**src/rtl/multicycle_control_if.sv**
```systemverilog
// rtl/multicycle_control_if.sv - control/datapath signal bundle for the multi-cycle RV32I control FSM
// Optional trap output is present when MULTICYCLE_CONTROL_TRAP_EN is defined.
interface multicycle_control_if;
  logic [6:0] opcode;
  logic [2:0] funct3;
  logic       zero;
  logic       mem_ready;
  logic       mem_req;
  logic       mem_read;
  logic       mem_write;
  logic       i_or_d;
  logic       ir_write;
  logic       pc_write;
  logic       pc_src;
  logic       reg_write;
  logic       mem_to_reg;
  logic       alu_src_a;
  logic [1:0] alu_src_b;
  logic [1:0] alu_op;
  logic       instr_done;
  logic       mem_err;
  logic [3:0] state;
`ifdef MULTICYCLE_CONTROL_TRAP_EN
  logic       illegal_instr;
`endif

  modport master (
`ifdef MULTICYCLE_CONTROL_TRAP_EN
    output illegal_instr,
`endif
    input  opcode, funct3, zero, mem_ready,
    output mem_req, mem_read, mem_write, i_or_d, ir_write, pc_write, pc_src,
    output reg_write, mem_to_reg, alu_src_a, alu_src_b, alu_op, instr_done,
    output mem_err, state
  );

  modport slave (
`ifdef MULTICYCLE_CONTROL_TRAP_EN
    input  illegal_instr,
`endif
    output opcode, funct3, zero, mem_ready,
    input  mem_req, mem_read, mem_write, i_or_d, ir_write, pc_write, pc_src,
    input  reg_write, mem_to_reg, alu_src_a, alu_src_b, alu_op, instr_done,
    input  mem_err, state
  );
endinterface

```
**src/rtl/multicycle_control.sv**
```systemverilog
// rtl/multicycle_control.sv - main control FSM of the multi-cycle RV32I core
// Define MULTICYCLE_CONTROL_TRAP_EN to turn illegal opcodes into a sticky TRAP state.
module multicycle_control #(
  parameter int MEM_TIMEOUT = 0
) (
  input logic                 clk,
  input logic                 rst,
  multicycle_control_if.master bus
);

  typedef enum logic [3:0] {
    FETCH     = 4'd0,
    DECODE    = 4'd1,
    EXEC_R    = 4'd2,
    EXEC_I    = 4'd3,
    EXEC_LUI  = 4'd4,
    ALU_WB    = 4'd5,
    MEM_ADDR  = 4'd6,
    MEM_READ  = 4'd7,
    MEM_WB    = 4'd8,
    MEM_WRITE = 4'd9,
    BRANCH    = 4'd10,
    ILLEGAL   = 4'd11,
    TRAP      = 4'd12
  } state_e;

  localparam int CW = (MEM_TIMEOUT > 1) ? $clog2(MEM_TIMEOUT + 1) : 1;
  localparam logic [CW-1:0] LAST_WAIT = CW'((MEM_TIMEOUT > 0) ? MEM_TIMEOUT - 1 : 0);

  state_e          state_q, state_d;
  logic [CW-1:0]   count_q, count_d;
  logic            mem_err_q, mem_err_d;
  logic            waiting;
  logic            timeout;

  assign waiting = ((state_q == FETCH) || (state_q == MEM_READ) || (state_q == MEM_WRITE))
                   && !bus.mem_ready;
  // Fires on the MEM_TIMEOUT-th consecutive non-ready cycle of one request.
  assign timeout = (MEM_TIMEOUT > 0) && waiting && (count_q == LAST_WAIT);

  always_comb begin
    state_d   = state_q;
    mem_err_d = mem_err_q | timeout;
    unique case (state_q)
      FETCH:     if (bus.mem_ready) state_d = DECODE;
      DECODE: begin
        unique case (bus.opcode)
          7'b0000011, 7'b0100011: state_d = MEM_ADDR;
          7'b0110011:             state_d = EXEC_R;
          7'b0010011:             state_d = EXEC_I;
          7'b1100011:             state_d = BRANCH;
          7'b0110111:             state_d = EXEC_LUI;
          default:                state_d = ILLEGAL;
        endcase
      end
      EXEC_R, EXEC_I, EXEC_LUI: state_d = ALU_WB;
      ALU_WB, MEM_WB, BRANCH:   state_d = FETCH;
      MEM_ADDR:  state_d = (bus.opcode == 7'b0000011) ? MEM_READ : MEM_WRITE;
      MEM_READ:  if (bus.mem_ready) state_d = MEM_WB;
      MEM_WRITE: if (bus.mem_ready) state_d = FETCH;
`ifdef MULTICYCLE_CONTROL_TRAP_EN
      ILLEGAL:   state_d = TRAP;
      TRAP:      state_d = TRAP;
`else
      ILLEGAL:   state_d = FETCH;
`endif
      default:   state_d = FETCH;
    endcase
    if (timeout) state_d = FETCH;

    if (timeout || (state_d != state_q)) count_d = '0;
    else if (waiting)                    count_d = count_q + 1'b1;
    else                                 count_d = count_q;
  end

  always_ff @(posedge clk or posedge rst) begin
    if (rst) begin
      state_q   <= FETCH;
      count_q   <= '0;
      mem_err_q <= 1'b0;
    end else begin
      state_q   <= state_d;
      count_q   <= count_d;
      mem_err_q <= mem_err_d;
    end
  end

  assign bus.state   = state_q;
  assign bus.mem_err = mem_err_q;

  // Strobes are held low while rst is asserted so nothing commits during reset.
  always_comb begin
    bus.mem_req    = 1'b0;
    bus.mem_read   = 1'b0;
    bus.mem_write  = 1'b0;
    bus.i_or_d     = 1'b0;
    bus.ir_write   = 1'b0;
    bus.pc_write   = 1'b0;
    bus.pc_src     = 1'b0;
    bus.reg_write  = 1'b0;
    bus.mem_to_reg = 1'b0;
    bus.alu_src_a  = 1'b0;
    bus.alu_src_b  = 2'b00;
    bus.alu_op     = 2'b00;
    bus.instr_done = 1'b0;
`ifdef MULTICYCLE_CONTROL_TRAP_EN
    bus.illegal_instr = 1'b0;
`endif
    if (!rst) begin
      unique case (state_q)
        FETCH: begin
          bus.mem_req   = 1'b1;
          bus.mem_read  = 1'b1;
          bus.alu_src_b = 2'b01;
          bus.ir_write  = bus.mem_ready;
          bus.pc_write  = bus.mem_ready;
        end
        DECODE:    bus.alu_src_b = 2'b10;
        EXEC_R: begin
          bus.alu_src_a = 1'b1;
          bus.alu_op    = 2'b10;
        end
        EXEC_I: begin
          bus.alu_src_a = 1'b1;
          bus.alu_src_b = 2'b10;
          bus.alu_op    = (bus.funct3 == 3'b000) ? 2'b00 : 2'b10;
        end
        EXEC_LUI: begin
          bus.alu_src_b = 2'b10;
          bus.alu_op    = 2'b11;
        end
        ALU_WB: begin
          bus.reg_write  = 1'b1;
          bus.instr_done = 1'b1;
        end
        MEM_ADDR: begin
          bus.alu_src_a = 1'b1;
          bus.alu_src_b = 2'b10;
        end
        MEM_READ: begin
          bus.mem_req  = 1'b1;
          bus.mem_read = 1'b1;
          bus.i_or_d   = 1'b1;
        end
        MEM_WB: begin
          bus.reg_write  = 1'b1;
          bus.mem_to_reg = 1'b1;
          bus.instr_done = 1'b1;
        end
        MEM_WRITE: begin
          bus.mem_req    = 1'b1;
          bus.mem_write  = 1'b1;
          bus.i_or_d     = 1'b1;
          bus.instr_done = bus.mem_ready;
        end
        BRANCH: begin
          bus.alu_src_a  = 1'b1;
          bus.alu_op     = 2'b01;
          bus.pc_write   = bus.zero ^ bus.funct3[0];
          bus.pc_src     = 1'b1;
          bus.instr_done = 1'b1;
        end
`ifdef MULTICYCLE_CONTROL_TRAP_EN
        TRAP:      bus.illegal_instr = 1'b1;
`else
        ILLEGAL:   bus.instr_done = 1'b1;
`endif
        default: ;
      endcase
    end
  end

endmodule
```
**src/flat_wrapper.sv**
```systemverilog
// flat-port wrapper written by rule: the top's interface ports become plain ports
module multicycle_control_flat 
#(
  parameter int MEM_TIMEOUT = 0
)
  (clk, rst, bus_opcode, bus_funct3, bus_zero, bus_mem_ready, bus_mem_req, bus_mem_read, bus_mem_write, bus_i_or_d, bus_ir_write, bus_pc_write, bus_pc_src, bus_reg_write, bus_mem_to_reg, bus_alu_src_a, bus_alu_src_b, bus_alu_op, bus_instr_done, bus_mem_err, bus_state);
  multicycle_control_if bus_i ();
  input logic clk;
  input logic rst;
  input wire logic [$bits(bus_i.opcode)-1:0] bus_opcode;
  input wire logic [$bits(bus_i.funct3)-1:0] bus_funct3;
  input wire logic [$bits(bus_i.zero)-1:0] bus_zero;
  input wire logic [$bits(bus_i.mem_ready)-1:0] bus_mem_ready;
  output wire logic [$bits(bus_i.mem_req)-1:0] bus_mem_req;
  output wire logic [$bits(bus_i.mem_read)-1:0] bus_mem_read;
  output wire logic [$bits(bus_i.mem_write)-1:0] bus_mem_write;
  output wire logic [$bits(bus_i.i_or_d)-1:0] bus_i_or_d;
  output wire logic [$bits(bus_i.ir_write)-1:0] bus_ir_write;
  output wire logic [$bits(bus_i.pc_write)-1:0] bus_pc_write;
  output wire logic [$bits(bus_i.pc_src)-1:0] bus_pc_src;
  output wire logic [$bits(bus_i.reg_write)-1:0] bus_reg_write;
  output wire logic [$bits(bus_i.mem_to_reg)-1:0] bus_mem_to_reg;
  output wire logic [$bits(bus_i.alu_src_a)-1:0] bus_alu_src_a;
  output wire logic [$bits(bus_i.alu_src_b)-1:0] bus_alu_src_b;
  output wire logic [$bits(bus_i.alu_op)-1:0] bus_alu_op;
  output wire logic [$bits(bus_i.instr_done)-1:0] bus_instr_done;
  output wire logic [$bits(bus_i.mem_err)-1:0] bus_mem_err;
  output wire logic [$bits(bus_i.state)-1:0] bus_state;
  assign bus_i.opcode = bus_opcode;
  assign bus_i.funct3 = bus_funct3;
  assign bus_i.zero = bus_zero;
  assign bus_i.mem_ready = bus_mem_ready;
  assign bus_mem_req = bus_i.mem_req;
  assign bus_mem_read = bus_i.mem_read;
  assign bus_mem_write = bus_i.mem_write;
  assign bus_i_or_d = bus_i.i_or_d;
  assign bus_ir_write = bus_i.ir_write;
  assign bus_pc_write = bus_i.pc_write;
  assign bus_pc_src = bus_i.pc_src;
  assign bus_reg_write = bus_i.reg_write;
  assign bus_mem_to_reg = bus_i.mem_to_reg;
  assign bus_alu_src_a = bus_i.alu_src_a;
  assign bus_alu_src_b = bus_i.alu_src_b;
  assign bus_alu_op = bus_i.alu_op;
  assign bus_instr_done = bus_i.instr_done;
  assign bus_mem_err = bus_i.mem_err;
  assign bus_state = bus_i.state;
  multicycle_control #(.MEM_TIMEOUT(MEM_TIMEOUT)) u_core (.clk(clk), .rst(rst), .bus(bus_i));
endmodule
```
**config.mk**
```make
export PLATFORM = sky130hd
export DESIGN_NAME = multicycle_control_flat
export DESIGN_NICKNAME = d
export VERILOG_FILES = /design/src/rtl/multicycle_control_if.sv /design/src/rtl/multicycle_control.sv /design/src/flat_wrapper.sv
export SDC_FILE = /design/constraint.sdc
export NUM_CORES = 1
export LEC_CHECK = 0
export ABC_AREA = 1
export ABC_CLOCK_PERIOD_IN_PS = 1960
export CORE_UTILIZATION = 35
export CTS_CLUSTER_SIZE = 12
export DETAILED_ROUTE_END_ITERATION = 10
export GPL_TIMING_DRIVEN = 0
export PLACE_DENSITY = 0.73
export SYNTH_ARGS = -nofsm -noshare
export SYNTH_HDL_FRONTEND = slang
export SYNTH_SLANG_ARGS = --single-unit
```
**constraint.sdc**
```tcl
create_clock -name clk -period 1.96 [get_ports clk]
set_input_delay 0.196 -clock clk [delete_from_list [all_inputs] [get_ports clk]]
set_output_delay 0.196 -clock clk [all_outputs]
set_load 0.005 [all_outputs]
```
==> metrics.yaml <==
area_growth_pct: 91.7
yosysUniqueCellTypes: 24
fp.dieH_um: 42.0
path_clk_slew_ns: 0.04
slew_viol_final: 0
synthDominantCellAreaShare: 0.181
setup_viol: 1
combPwrFrac: 0.727
fin_skew_ns: 0.00344
powerDensity_mw_per_mm2: 1050
synth.top_cells.by_count: "nand2_1, inv_1, nor2_1, inv_2"
cts.htree.levels: 1
pwr-share-seq: 0.186
synthFlopType: "dfrtp_1"
place_ws_ns: 0.00136
fin_ws_ns: -0.00152
die_area_mm2: 0.00176
largest_register_ffs: 4
ys_async_sr_fraction: 1.00
required_ns: 1.76
hp-class: "input port to asynchronous set/reset pin"
reg2reg_to: "u_core.bus.state[3]"
synth.most_common_cell: "nand2_1"
antenna_found_initial: 0
drv_cap: 0
cts_hold_buf: 0
rrSetupSlack_ns: 0.56
fin_setup_tns_ns: -0.00152
cts_tree: "done"
wl_per_cell_um: 10.6
end_kind: "primary output"
grt_first_pass_wirelength_um: 2570
yosys_warnings: 0
ys_ff_latch: 4
via_per_inst: 4.88
clk_path_buf_depth: 2
p_leak_uw: 0.000599
crit_type: "flop to primary output"
vias: 790
r2r-start: "u_core.bus.state[3]"
place_area_um2: 900
drt-pass1-iter-count: 7
netSwitchingFraction: 0.449
die_x_um: 42.0
final-hold-violation-count: 0
total_power_uw: 1120
row_count: 14
clock_sinks: 4
drive_gt1_frac: 0.295
p_int_uw: 620
hpwl_um: 1250
initial_core_util: 0.371
route.detailed.drc: 1
final_area_mm2: 0.00107
violations: "DRC, setup timing"
drt_iter0_drc: 9
worst_ep_arrival_time_ns: 1.77
synth_edf_count: 0
power_switching_uw: 504
timing.final.crit_period_ns: 1.96
coreArea_mm2: 0.00151
port_buffers: 32
syn_area_per_cell_um2: 5.59
gp_congestion: 0.801
syn_nets: 114
synth.largest_area_cell: "nand2_1"
fin_crit_sh: 1.00
rsz0062_at_grt: "true"
ys_seq_area_frac: 0.179
cts_buffers: 3
start_kind: "flop"
syn_inst: 100
insertion_delay_ns: 0.23
clockRootBuffer: "clkbuf_4"
crit_fanout: 4
grt.total_usage: 0.182
ff2ff_path_depth: 8
grt_start_max_net_pins: 11
overflow: 0
outcome: "finished, violations left"
ant_nets: 0
netlist_area_um2: 559
pwr-share-clk: 0.087
final_nets: 162
diodes: 0
vdd.ir_drop.worst_uv: 868
ios: 34
max_freq_ghz: 0.510
synthTopCellsByArea: "nand2_1, dfrtp_1, inv_1"
grt_pass1_vias: 643
wl_um: 1710
-- layout make-up --
type	instances	area [µm²]
tap	16	20.0
multi-input combinational	75	417
fill	131	434
timing repair buffer	43	419
buffer	2	12.5
inverter	19	76.3
sequential	4	105
clock buffer	3	22.5
-- worst max-delay path by stage --
stage	start	to
detailed placement	rst	bus_mem_read
floorplan	u_core.bus.state[2]	bus_pc_write
global placement	rst	bus_pc_write
global route	u_core.bus.state[3]	bus_i_or_d
finish	u_core.bus.state[3]	bus_i_or_d
CTS	u_core.bus.state[0]	bus_alu_op[1]
-- metrics by stage --
| step | util | hold slack [ns] | std cells |
|---|---|---|---|
| 4_1_cts | 0.642 | 0.215 | 155 |
| 3_5_place_dp | 0.597 | 0.452 | 148 |
| 6_report | 0.712 | 0.195 | 162 |
| 2_1_floorplan | - | -0.0155 | 100 |
| 3_3_place_gp | 0.597 | 0.450 | 148 |
| 5_1_grt | 0.712 | 0.228 | 162 |
-- what timing repair did --
item                       in CTS  in global routing
buffers inserted                4                  7
setup endpoints to repair       7                  9
resized for setup               7                 20
pin swaps                       2                  6
-- power groups by stage --
stage	Clock, µW	Sequential, µW	Combinational [µW]
finish	98.1	209	817
global route	105	216	899
CTS	102	180	724
detailed placement	0	170	662
global placement	0	170	654
floorplan	0	169	357
-- cell usage in the layout, fill, tap and decap left out, drive strengths merged --
master	Yosys	routed
a21oi	6	6
a31oi	2	2
buf	1	12
clkbuf	1	4
clkdlybuf4s50	0	24
conb	1	1
dfrtp	4	4
dlygate4sd2	0	1
dlymetal6s2s	0	7
inv	19	19
nand2	28	28
nand3	5	5
nand4	1	1
nor2	15	15
nor3	3	3
nor3b	1	1
nor4	2	2
o21ai	8	8
o221ai	1	1
o22ai	1	1
xnor2	1	1
-- logic make-up after synthesis --
kind of cell	after synthesis	share of synthesized area
other	1	0.00670
buffers and inverters	21	0.148
and+or+nand+nor	55	0.477
DFF	4	0.179
AOI/OAI and AO/OA	18	0.174
xor gates and xnor gates	1	0.0157
-- worst max-delay path: stages, from the launching register on --
cell	delay [ns]
dfrtp_2	0.44
inv_4	0.07
nor2_4	0.11
buf_4	0.14
nand2_1	0.10
a21oi_1	0.16
clkdlybuf4s50_1	0.51
-- layer usage --
metal	track usage	wire length, µm
met4	0.0387	0
met3	0.0216	105
met5	0	0
met2	0.325	871
met1	0.232	735
Note: power is estimated with default switching activity, not from simulation.
